==> src/rtl/comp_pipe.sv <==
// comp_pipe: pipelined multi-lane signed/unsigned magnitude comparator with valid/ready
// handshake and a running all-lanes-equal flag across bursts delimited by in_last.
module comp_pipe #(
    parameter int DATAWIDTH = 32,
    parameter int LANES     = 4,
    parameter int LATENCY   = 2
) (
    input  logic                       clk,
    input  logic                       rst,
    input  logic                       in_valid,
    output logic                       in_ready,
    input  logic [LANES*DATAWIDTH-1:0] in_a,
    input  logic [LANES*DATAWIDTH-1:0] in_b,
    input  logic                       in_signed,
    input  logic                       in_last,
    output logic                       out_valid,
    input  logic                       out_ready,
    output logic [LANES-1:0]           out_gt,
    output logic [LANES-1:0]           out_lt,
    output logic [LANES-1:0]           out_eq,
    output logic                       out_all_eq,
    output logic                       out_burst_eq,
    output logic                       out_last
);
    localparam logic [DATAWIDTH-1:0] SIGN_BIT = DATAWIDTH'(1) << (DATAWIDTH - 1);
    typedef struct packed {
        logic                       v;
        logic                       s;
        logic                       last;
        logic [LANES*DATAWIDTH-1:0] a;
        logic [LANES*DATAWIDTH-1:0] b;
    } in_t;
    typedef struct packed {
        logic             v;
        logic             last;
        logic [LANES-1:0] gt;
        logic [LANES-1:0] lt;
        logic [LANES-1:0] eq;
    } st_t;
    in_t                  in_q;
    st_t                  st [LATENCY];
    st_t                  cmp;
    logic [DATAWIDTH-1:0] xa, xb;
    logic                 acc, adv;
    // flipping the sign bit turns a two's-complement compare into an unsigned one
    always_comb begin
        cmp = '0;
        xa = '0;
        xb = '0;
        cmp.v = in_q.v;
        cmp.last = in_q.last;
        for (int i = 0; i < LANES; i++) begin
            xa = in_q.a[i*DATAWIDTH +: DATAWIDTH] ^ (in_q.s ? SIGN_BIT : '0);
            xb = in_q.b[i*DATAWIDTH +: DATAWIDTH] ^ (in_q.s ? SIGN_BIT : '0);
            cmp.gt[i] = xa > xb;
            cmp.lt[i] = xa < xb;
            cmp.eq[i] = xa == xb;
        end
    end
    assign adv          = !(st[LATENCY-1].v && !out_ready);
    assign in_ready     = !rst && adv;
    assign out_valid    = st[LATENCY-1].v;
    assign out_gt       = st[LATENCY-1].gt;
    assign out_lt       = st[LATENCY-1].lt;
    assign out_eq       = st[LATENCY-1].eq;
    assign out_last     = st[LATENCY-1].last;
    assign out_all_eq   = &st[LATENCY-1].eq;
    assign out_burst_eq = acc & out_all_eq;
    // bubbles only move valid bits, so every stage keeps the last real beat it saw
    always_ff @(posedge clk) begin
        if (rst) begin
            in_q <= '0;
            for (int k = 0; k < LATENCY; k++) st[k] <= '0;
            acc <= 1'b1;
        end else if (adv) begin
            in_q.v <= in_valid;
            if (in_valid) {in_q.s, in_q.last, in_q.a, in_q.b} <= {in_signed, in_last, in_a, in_b};
            st[0].v <= in_q.v;
            if (in_q.v) st[0] <= cmp;
            for (int k = 1; k < LATENCY; k++) begin
                st[k].v <= st[k-1].v;
                if (st[k-1].v) st[k] <= st[k-1];
            end
            if (out_valid) acc <= out_last ? 1'b1 : out_burst_eq;
        end
    end
endmodule
==> config.mk <==
export PLATFORM = sky130hd
export DESIGN_NAME = comp_pipe
export DESIGN_NICKNAME = d
export VERILOG_FILES = /design/src/rtl/comp_pipe.sv
export SDC_FILE = /design/constraint.sdc
export NUM_CORES = 1
export LEC_CHECK = 0
export ABC_CLOCK_PERIOD_IN_PS = 3200
export BUFFER_PORTS_ARGS = -buffer_cell sky130_fd_sc_hd__buf_2
export CAP_MARGIN = 30
export CORE_AREA = 5 5 128 252
export DETAILED_ROUTE_END_ITERATION = 10
export DIE_AREA = 0 0 133 257
export PLACE_DENSITY = 0.67
export REMOVE_ABC_BUFFERS = 1
export SKIP_CTS_REPAIR_TIMING = 1
export SYNTH_ARGS = -nofsm -noshare
export SYNTH_HDL_FRONTEND = slang
export SYNTH_SLANG_ARGS = --single-unit
==> constraint.sdc <==
create_clock -name clk -period 3.2 [get_ports clk]
set_clock_uncertainty 0.1 [all_clocks]
set_input_delay 0.48 -clock clk [delete_from_list [all_inputs] [get_ports clk]]
set_output_delay 0.48 -clock clk [all_outputs]
set_load 0.005 [all_outputs]
# After elaboration in Yosys (flattened, before gate mapping)

Memories as Yosys holds them, arrays and structs flattened.
Index checks and enable logic that the tools add are counted.

Add/subtract/negate cells: 0
Multiply operators: 0
Divide/modulo/power cells: 0
$lt $le $gt $ge: 8
Equal/unequal tests: 4
Shift-type cells: 0
Mux-type cells: 21
Bitwise gates (word level): 16
Reductions and logical operators: 8

Operator list:

| operator                       | count |
|---|---|
| bitwise XOR 32 bit             | 8 |
| == test 32 bit                 | 4 |
| greater-than comparator 32 bit | 4 |
| < comparator 32 bit            | 4 |
| 2-to-1 mux 32 bit              | 1 |
| 2-to-1 mux 13 bit              | 2 |
| 2-to-1 mux 1 bit               | 18 |
| bitwise OR 1 bit               | 6 |
| AND reduction 2 bit            | 2 |
| AND reduction 4 bit            | 1 |
| zero test 1 bit                | 3 |
| logical AND 1 bit              | 2 |
| AND 1 bit                      | 1 |
| NOT 1 bit                      | 1 |

Register bits: 260
Latch bits: 0
Bits in writable memories: 28
Bits in read-only memories: 0
Bits of input ports: 262
Output and inout port bits: 17
Logic and storage cells: 64
Memories: 1

Memories:

| memory | words | width | read ports | clocked after Yosys merged registers in | wr ports | line | source |
|---|---|---|---|---|---|---|---|
| st     | 2     | 14    | 2          | 0                                       | 2        | 41   | `st_t st [LATENCY];` |

# Depth between registers and ports, before layout

Gate-level depths: netlist (run 1).

Depth after elaboration: 7
Depth in mapped cells: 8
Depth with buffers taken out: 7

# Least setup slack after synthesis (run 1)

Ideal clock, no wire load.

Path kind: register -> register
From: register in_q[257] (netlist bit)
To: memory st[0][11] (netlist bit) (data pin)
Library setup time: 254 ps
Arrival time: 2018 ps
Required time: 2846 ps
Path slack: 828 ps
Cell stages (with the launch flop): 9
Buffers on the path: 1
Period minus slack after synthesis: 2372 ps
Cell sequence: dfxtp_1 clkbuf_1 xor2_1 ha_1 nand4_2 nor4_4 a31oi_1 o311a_1 a21o_1

RTL lines:

| item               | line | source |
|---|---|---|
| start: declaration | 40   | `in_t in_q;` |
| end: declaration   | 41   |  |

==> results of run 1 <==
-- Yosys cell counts, drive strengths merged --
master / instances
nand2: 543
a21oi: 311
dfxtp: 260
ha: 128
inv: 125
buf: 56
clkbuf: 36
edfxtp: 28
nand4: 28
nand3: 21
and3: 16
nor2: 12
a21o: 11
o21ai: 10
nor4: 7
a221o: 6
nor2b: 6
nor3: 6
o211ai: 5
and2: 4
xnor2: 4
xor2: 4
a2111oi: 3
a211oi: 3
and4: 3
nand2b: 3
o31ai: 3
or2: 3
a21boi: 2
a31oi: 2
a221oi: 1
a22oi: 1
nor3b: 1
o311a: 1
o31a: 1
-- stage by stage --
stage	hold WS (ns)	cell area, um2	utilization	TNS [ns]	setup slack (ns)
3_5_place_dp	0.346	14900	0.497	0	0.568
5_1_grt	0.0609	15800	0.525	0	0.323
4_1_cts	0.0464	15800	0.525	0	0.429
3_3_place_gp	0.343	14900	0.497	0	0.702
6_report	0.0734	15800	0.525	0	0.463
2_1_floorplan	0.326	12800	-	-1577.80	-6.11
-- critical path, cell delays in order (launching register included) --
cell      delay, ns
edfxtp_1       0.44
nor2b_4        0.19
or2_2          0.35
inv_1          0.28
buf_4          0.22
buf_2          0.13
-- power breakdown --
part	switching, uW	internal (uW)	total, uW
registers	109	3870	3970
logic	704	508	1210
clock network	1360	1810	3170
-- worst max-delay path by stage --
stage | start | endpoint | slack [ns] | depth (start not counted)
global route | st[1][13] | in_ready | 0.32 | 5
finish | st[1][13] | in_ready | 0.46 | 5
floorplan | st[1][13] | cmp[12] | -6.11 | 4
detailed placement | in_q[257] | st[0][6] | 0.57 | 6
global placement | in_q[46] | st[0][5] | 0.70 | 7
CTS | st[1][13] | in_ready | 0.43 | 5
-- final cells by class --
type | instances | area, um2 | share of cell area
Clock inverter | 8 | 97.6 | 0.00618
Inverter | 125 | 469 | 0.0297
Tap cell | 368 | 460 | 0.0291
Multi-Input combinational cell | 1149 | 6310 | 0.399
Timing Repair Buffer | 297 | 1660 | 0.105
Clock buffer | 38 | 759 | 0.0481
Sequential cell | 288 | 6050 | 0.383
Antenna cell | 1 | 2.50 | 0.000158
-- layer usage --
layer,vias to the layer above,part of all wire,routed length [um],global-route usage
li1,5938,-,-,-
met2,229,0.56,18800,0.379
met4,2,0.043,1460,0.0870
met3,73,0.039,1310,0.0223
met1,5321,0.36,12200,0.192
met5,-,0.00039,13,0
-- logic make-up (layout without fill, tap and decap cells) --
kind of cell    count (synthesis)  count (layout)  synth area share
simple gates                  653             653             0.203
flops                         288             288             0.455
other cells                     0               1                 0
xor+xnor                        8               8           0.00527
buf+inv                       217             468            0.0714
fa+ha+maj                     128             128             0.121
compound gates                360             360             0.145
-- state kept, by name, summed over array words and instances (netlist names) --
register,flops
in_q,257
st,28
cmp,2
acc,1
==> summary.md, run 1 <==
| Metric | Value |
|---|---|
| Status | finished, final reports clean |
| Largest net degree at the start of global routing | 181 |
| # clock sinks | 288 |
| Hold Startpoint | in_b[87] |
| Initial core utilization | 0.442 |
| Most common cell after layout, fill and taps aside | nand2_1 |
| DRT Pass-1 Iters | 5 |
| # rows | 90 |
| Hpwl dp | 25,600 um |
| Crit end category | primary output |
| Hold Crit Depth | 3 |
| Vias in the first global route | 11,500 |
| Non-Filler Instances | 2,274 |
| R2R setup slack | 0.57 ns |
| Clk_lat worst skew | 0.53 ns |
| # DRC | 0 |
| Post-synthesis sequential area ratio | 0.455 |
| CTS tree | done |
| Root cell of the clock tree | clkbuf_16 |
| Final nets | 2,278 |
| Pins Over Slew Limit | 0 |
| RSZ-0062 raised after global routing | false |
| Routability cong. | 0.801 |
| Final hold vios | 0 |
| Die outline area | 34,200 um2 |
| Reg-to-reg startpoint | in_q[257] |
| First-pass GRT wire length | 53,400 um |
| FMAX | 365 MHz |
| Peak supply drop | 364 uV |
| Headroom to the max-slew limit | 0.447 |
| Mapped cell area | 13,300 um2 |
| Setup crit start kind | flip-flop |
| DIE WIDTH | 133 um |
| Post-Syn Area per Cell | 8.03 um2 |
| Area leader, netlist | dfxtp_1 |
| Mapped Cells | 1,654 |
| Yosys warning count | 0 |
| Largest cells by area after synthesis | dfxtp_1 39%, nand2_1 15%, ha_1 12% |
| Pwr dens | 529 nW/um2 |
| Crit path required time | 2.62 ns |
| CTS Buf Count | 27 |
| Leakage Power | 0.00703 uW |
| CP max FO | 14 |
| Setup violators final | 0 |
| Vias per std cell | 5.08 |
| Die H | 257 um |
| Most frequent cells in the layout | 543 x nand2_1, 311 x a21oi_1, 277 x buf_2, 260 x dfxtp_1, 128 x ha_1 |
| Netlist cell types | 40 |
| Initial antenna violation count | 2 |
| Period utilization | 0.855 |
| Fin crit period | 2.74 ns |
| H-Tree Level Count | 1 |
| R2R cell count | 6 |
| IO buf count | 278 |
| Max_cap viols | 0 |
| Core Region | 30,100 um2 |
| Layout cell share with drive strength beyond 1 | 0.181 |
| CTS Buffer Depth | 3 |
| Via count | 11,600 |
| # IOs | 279 |
| Placed Cells | 2,227 |
| DRT iter0 DRCs | 411 |
| Layout area overhead | 18.9% |
| Wire per inst | 14.8 um |
| Worst hold path class | in -> reg |
| GR Util All Layers | 0.190 |
| Post-synth top area share | 0.392 |
| Worst min-delay path endpoint | in_q[87] |
| Grt total ovfl | 0 |
| Post-route antenna net violation count | 0 |
| Tot Pwr | 8360 uW |
| Worst path arrival time | 2.16 ns |
| Worst r2r dst | st[0][6] |
| Worst-margin pin slew | 0.830 ns |
| DRT Wirelength | 33,800 um |
| Clock transition at path regs | 0.07 ns |
| Flops & latches, synth | 288 |
| Worst setup path class | reg -> out |
| Filler cell count | 2,939 |
(Power assumes the default switching activity.)
==> run 2: changes to the inputs <==
--- a/config.mk
+++ b/config.mk
@@ -8,10 +8,9 @@
 export ABC_CLOCK_PERIOD_IN_PS = 3200
 export BUFFER_PORTS_ARGS = -buffer_cell sky130_fd_sc_hd__buf_2
 export CAP_MARGIN = 30
-export CORE_AREA = 5 5 128 252
+export CORE_AREA = 5 5 131 257
 export DETAILED_ROUTE_END_ITERATION = 10
-export DIE_AREA = 0 0 133 257
-export PLACE_DENSITY = 0.67
+export DIE_AREA = 0 0 136 262
 export REMOVE_ABC_BUFFERS = 1
 export SKIP_CTS_REPAIR_TIMING = 1
 export SYNTH_ARGS = -nofsm -noshare
==> summary.md, run 2 (synthesis gave the netlist of run 1 again) <==
| Metric | Value |
|---|---|
| Status | finished, final reports clean |
| R2R cell count | 8 |
| DRT Pass-1 Iters | 7 |
| CTS Buf Count | 27 |
| Setup crit start kind | flip-flop |
| Worst hold path class | in -> reg |
| Routability cong. | 0.813 |
| FMAX | 368 MHz |
| Layout area overhead | 18.9% |
| Worst path arrival time | 2.14 ns |
| DRT iter0 DRCs | 354 |
| Initial antenna violation count | 2 |
| Setup violators final | 0 |
| DRT Wirelength | 33,400 um |
| Most common cell after layout, fill and taps aside | nand2_1 |
| Hpwl dp | 24,900 um |
| Core Region | 31,400 um2 |
| # clock sinks | 288 |
| Leakage Power | 0.00699 uW |
| GR Util All Layers | 0.181 |
| Grt total ovfl | 0 |
| Layout cell share with drive strength beyond 1 | 0.179 |
| RSZ-0062 raised after global routing | false |
| H-Tree Level Count | 1 |
| Final hold slack | 0.0744 ns |
| Fin crit period | 2.72 ns |
| Setup ws final | 0.481 ns |
| Largest net degree at the start of global routing | 171 |
| # IOs | 279 |
| Die outline area | 35,600 um2 |
| # DRC | 0 |
| Peak supply drop | 380 uV |
| Fin util | 0.503 |
| Hold Crit Depth | 3 |
| DIE WIDTH | 136 um |
| Root cell of the clock tree | clkbuf_16 |
| Number of flip-flops in the largest register | 257 |
| Worst setup path class | reg -> out |
| CP max FO | 13 |
| Wire per inst | 14.4 um |
| Clock transition at path regs | 0.07 ns |
| Final hold vios | 0 |
| Vias per std cell | 4.91 |
| Pins Over Slew Limit | 0 |
| Top reg by flops | in_q |
| Crit path required time | 2.62 ns |
| Post-route antenna net violation count | 0 |
| Die H | 262 um |
| Initial core utilization | 0.423 |
| First-pass GRT wire length | 52,200 um |
| Period utilization | 0.850 |
| Most frequent cells in the layout | 543 x nand2_1, 311 x a21oi_1, 277 x buf_2, 260 x dfxtp_1, 128 x ha_1 |
| CTS tree | done |
| # rows | 92 |
| R2R setup slack | 0.72 ns |
| CTS Buffer Depth | 3 |
| Filler cell count | 3,158 |
| Max_cap viols | 0 |
| Vias in the first global route | 11,200 |
| Dpl ws | 0.633 ns |
| Pwr dens | 528 nW/um2 |
| Via count | 11,400 |
| IO buf count | 278 |
| Final nets | 2,271 |
| Worst-margin pin slew | 0.839 ns |
| Clk_lat worst skew | 0.54 ns |
| Headroom to the max-slew limit | 0.441 |
| Crit end category | primary output |
==> run 2: changes by cell type in the layout (fill, tap and decap cells not counted), sizes merged <==
cell      before  now
clkbuf        39   43
buf          296  289
clkinv         6    5
bufinv         2    1
clkinvlp       0    1
==> run 2: per-layer routing <==
metal,wire (um),vias to the layer above,global-route usage
met4,1240,2,0.0737
met2,18200,225,0.353
li1,-,5929,-
met3,1400,55,0.0211
met5,13,-,0
met1,12500,5199,0.192
==> run 2: per-stage QoR <==
| stage | instances | instance area, um2 | total power (uW) | TNS, ns |
|---|---|---|---|---|
| 3_3_place_gp | 2275 | 14900 | 5230 | 0 |
| 2_1_floorplan | 1562 | 12800 | 4800 | -1577.80 |
| 5_1_grt | 2325 | 15800 | 8790 | 0 |
| 4_1_cts | 2324 | 15800 | 8490 | 0 |
| 3_5_place_dp | 2275 | 14900 | 5260 | 0 |
| 6_report | 2325 | 15800 | 8340 | 0 |
==> run 2: area by class of cell <==
type / instances / area (um2) / area share
clock inverter: 7 / 62.6 / 0.00396
timing repair buffer: 290 / 1550 / 0.0983
sequential: 288 / 6050 / 0.383
inverter: 125 / 469 / 0.0297
tap: 423 / 529 / 0.0335
clock buffer: 42 / 822 / 0.0521
multi-input combinational: 1149 / 6310 / 0.399
antenna: 1 / 2.50 / 0.000158
==> run 2: critical path, cell delays in order (launching register included) <==
cell      delay (ns)
edfxtp_1        0.44
nor2b_4         0.19
or2_2           0.34
inv_1           0.27
buf_4           0.22
buf_2           0.14
==> run 2: power by group <==
| group | switching (uW) | leakage [uW] | internal [uW] |
|---|---|---|---|
| Combinational | 685 | 0.00412 | 492 |
| Clock | 1350 | 0.000438 | 1840 |
| Sequential | 107 | 0.00244 | 3870 |
==> run 2: worst paths after layout <==
path,endpoint,start
min,in_q[140],in_a[12]
max,in_ready,st[1][13]
min reg2reg,in_q[111],in_q[111]
max reg2reg,st[0][11],in_q[257]
==> run 3: changes to the inputs <==
--- a/config.mk
+++ b/config.mk
@@ -5,7 +5,7 @@
 export SDC_FILE = /design/constraint.sdc
 export NUM_CORES = 1
 export LEC_CHECK = 0
-export ABC_CLOCK_PERIOD_IN_PS = 3200
+export ABC_CLOCK_PERIOD_IN_PS = 2550
 export BUFFER_PORTS_ARGS = -buffer_cell sky130_fd_sc_hd__buf_2
 export CAP_MARGIN = 30
 export CORE_AREA = 5 5 131 257
==> constraint.sdc (replaced) <==
create_clock -name clk -period 2.55 [get_ports clk]
set_clock_uncertainty 0.1 [all_clocks]
set_input_delay 0.3825 -clock clk [delete_from_list [all_inputs] [get_ports clk]]
set_output_delay 0.3825 -clock clk [all_outputs]
set_load 0.005 [all_outputs]
==> summary.md, run 3 (synthesis gave the netlist of run 1 again) <==
| Metric | Value |
|---|---|
| Top reg by flops | in_q |
| Pins Over Slew Limit | 0 |
| Post-route antenna net violation count | 0 |
| M2 GR Usage | 0.363 |
| RSZ-0062 raised after global routing | false |
| Worst setup path class | reg -> out |
| Setup violators final | 0 |
| Slowest-stage cell, CP | edfxtp_1 |
| First-pass GRT wire length | 53,500 um |
| DRT Pass-1 Iters | 4 |
| Status | complete, but fails checks |
| FMAX | 418 MHz |
| Period utilization | 0.938 |
| Final hold vios | 9 |
| Core Region | 31,400 um2 |
| Die outline area | 35,600 um2 |
| # IOs | 279 |
| Wire per inst | 14.4 um |
| GR Util All Layers | 0.185 |
| Root cell of the clock tree | clkbuf_16 |
| Routability cong. | 0.807 |
| Layout cell share with drive strength beyond 1 | 0.169 |
| CP peak stage delay | 0.45 ns |
| CP Cell Sequence | nor2b_4 -> or2_2 -> inv_2 -> buf_6 -> buf_2 |
| Antenna cells | 0 |
| Pwr dens | 628 nW/um2 |
| # DRC | 0 |
| Busiest layer in global routing | met2 |
| Clk_lat worst skew | 0.54 ns |
| Worst hold path class | in -> reg |
| Worst path arrival time | 1.91 ns |
| Worst-margin pin slew | 0.636 ns |
| Final hold slack | -0.0201 ns |
| Number of flip-flops in the largest register | 257 |
| Most frequent cells in the layout | 543 x nand2_1, 311 x a21oi_1, 277 x buf_2, 260 x dfxtp_1, 185 x dlygate4sd3_1 |
| Placed Cells | 2,282 |
| Via count | 12,300 |
| Layout area overhead | 34.4% |
| Leakage Power | 0.00787 uW |
| Filler cell count | 2,920 |
| Initial core utilization | 0.423 |
| Setup crit start kind | flip-flop |
| Bufs and invs on worst path | 3 |
| Top delay family on crit path | simple AND/OR/NAND/NOR gates |
| Clock transition at path regs | 0.07 ns |
| Vias in the first global route | 11,500 |
| DIE WIDTH | 136 um |
| IO buf count | 278 |
| Largest net degree at the start of global routing | 135 |
| Met1 usage | 0.193 |
| Met3 Track Usage GR | 0.0253 |
| DRT iter0 DRCs | 485 |
| Fin crit period | 2.39 ns |
| CTS Buffer Depth | 3 |
| Crit path required time | 2.07 ns |
| Hpwl dp | 25,400 um |
| CTS tree | done |
| DRT Wirelength | 36,200 um |
| Max_cap viols | 0 |
| CTS Buf Count | 27 |
| CP max FO | 18 |
| Initial antenna violation count | 0 |
| Non-Filler Instances | 2,517 |
| # rows | 92 |
| H-Tree Level Count | 1 |
| Most common cell after layout, fill and taps aside | nand2_1 |
| Failing checks | negative hold slack |
| Final nets | 2,463 |
| Vias per std cell | 4.87 |
| # clock sinks | 288 |
| Headroom to the max-slew limit | 0.576 |
| Peak supply drop | 445 uV |
| Crit end category | primary output |
| Grt total ovfl | 0 |
| Die H | 262 um |
[run 3: cell types whose count changed in the layout (fill, tap and decap cells not counted), moves of 2 or more]
cell	change
clkbuf_1	-3
bufinv_16	+5
dlygate4sd3_1	+185
inv_6	+2
buf_4	+3
buf_12	+3
clkbuf_8	-4
[run 3: report_power, final]
part | switching (uW) | internal [uW]
Clock | 1790 | 2710
Sequential | 135 | 4850
Combinational | 915 | 817
Total | 2840 | 8380
[run 3: layout make-up]
type | count | area [um2] | area share
Clock inverter | 15 | 240 | 0.0135
Clock buffer | 35 | 756 | 0.0423
Timing Repair Buffer | 482 | 3500 | 0.196
Inverter | 125 | 469 | 0.0263
Multi-Input combinational cell | 1149 | 6310 | 0.354
Tap cell | 423 | 529 | 0.0296
Sequential cell | 288 | 6050 | 0.339
[run 3: path summary, 6_finish.rpt]
kind | start | slack (ns) | depth (start not counted) | endpoint
worst min-delay path | in_a[21] | -0.02 | 3 | in_q[149]
worst min register to register | in_q[55] | 0.35 | 2 | in_q[55]
worst max register to register | in_q[79] | 0.24 | 7 | st[0][6]
worst max-delay path | st[1][13] | 0.16 | 5 | in_ready
[run 3: worst reg2reg max path: cells and delay by family (launching register included)]
family                     cells  cell delay (ns)
and+or+nand+nor                2             0.44
buffers and inverters          2             0.23
DFF                            1             0.33
AOI/OAI and AO/OA              2             0.64
adders and majority gates      1             0.32
[run 3: routing by layer]
layer  wire (um)  vias to the layer above
met5           0                        -
met4        1050                        0
met3        1420                       58
met2       20300                      237
met1       13500                     5656
li1            -                     6308
[run 3: through the flow]
step                setup TNS (ns)  instance area [um2]  setup WS [ns]  power, uW   util
floorplan                 -1746.10                12800          -6.76       6020      -
global placement                 0                15000         0.0229       6580  0.477
detailed placement               0                15000         0.0604       6610  0.477
CTS                              0                16000        0.00991      11100  0.509
global route                     0                17900         0.0252      11800  0.568
finish                           0                17900          0.158      11200  0.568
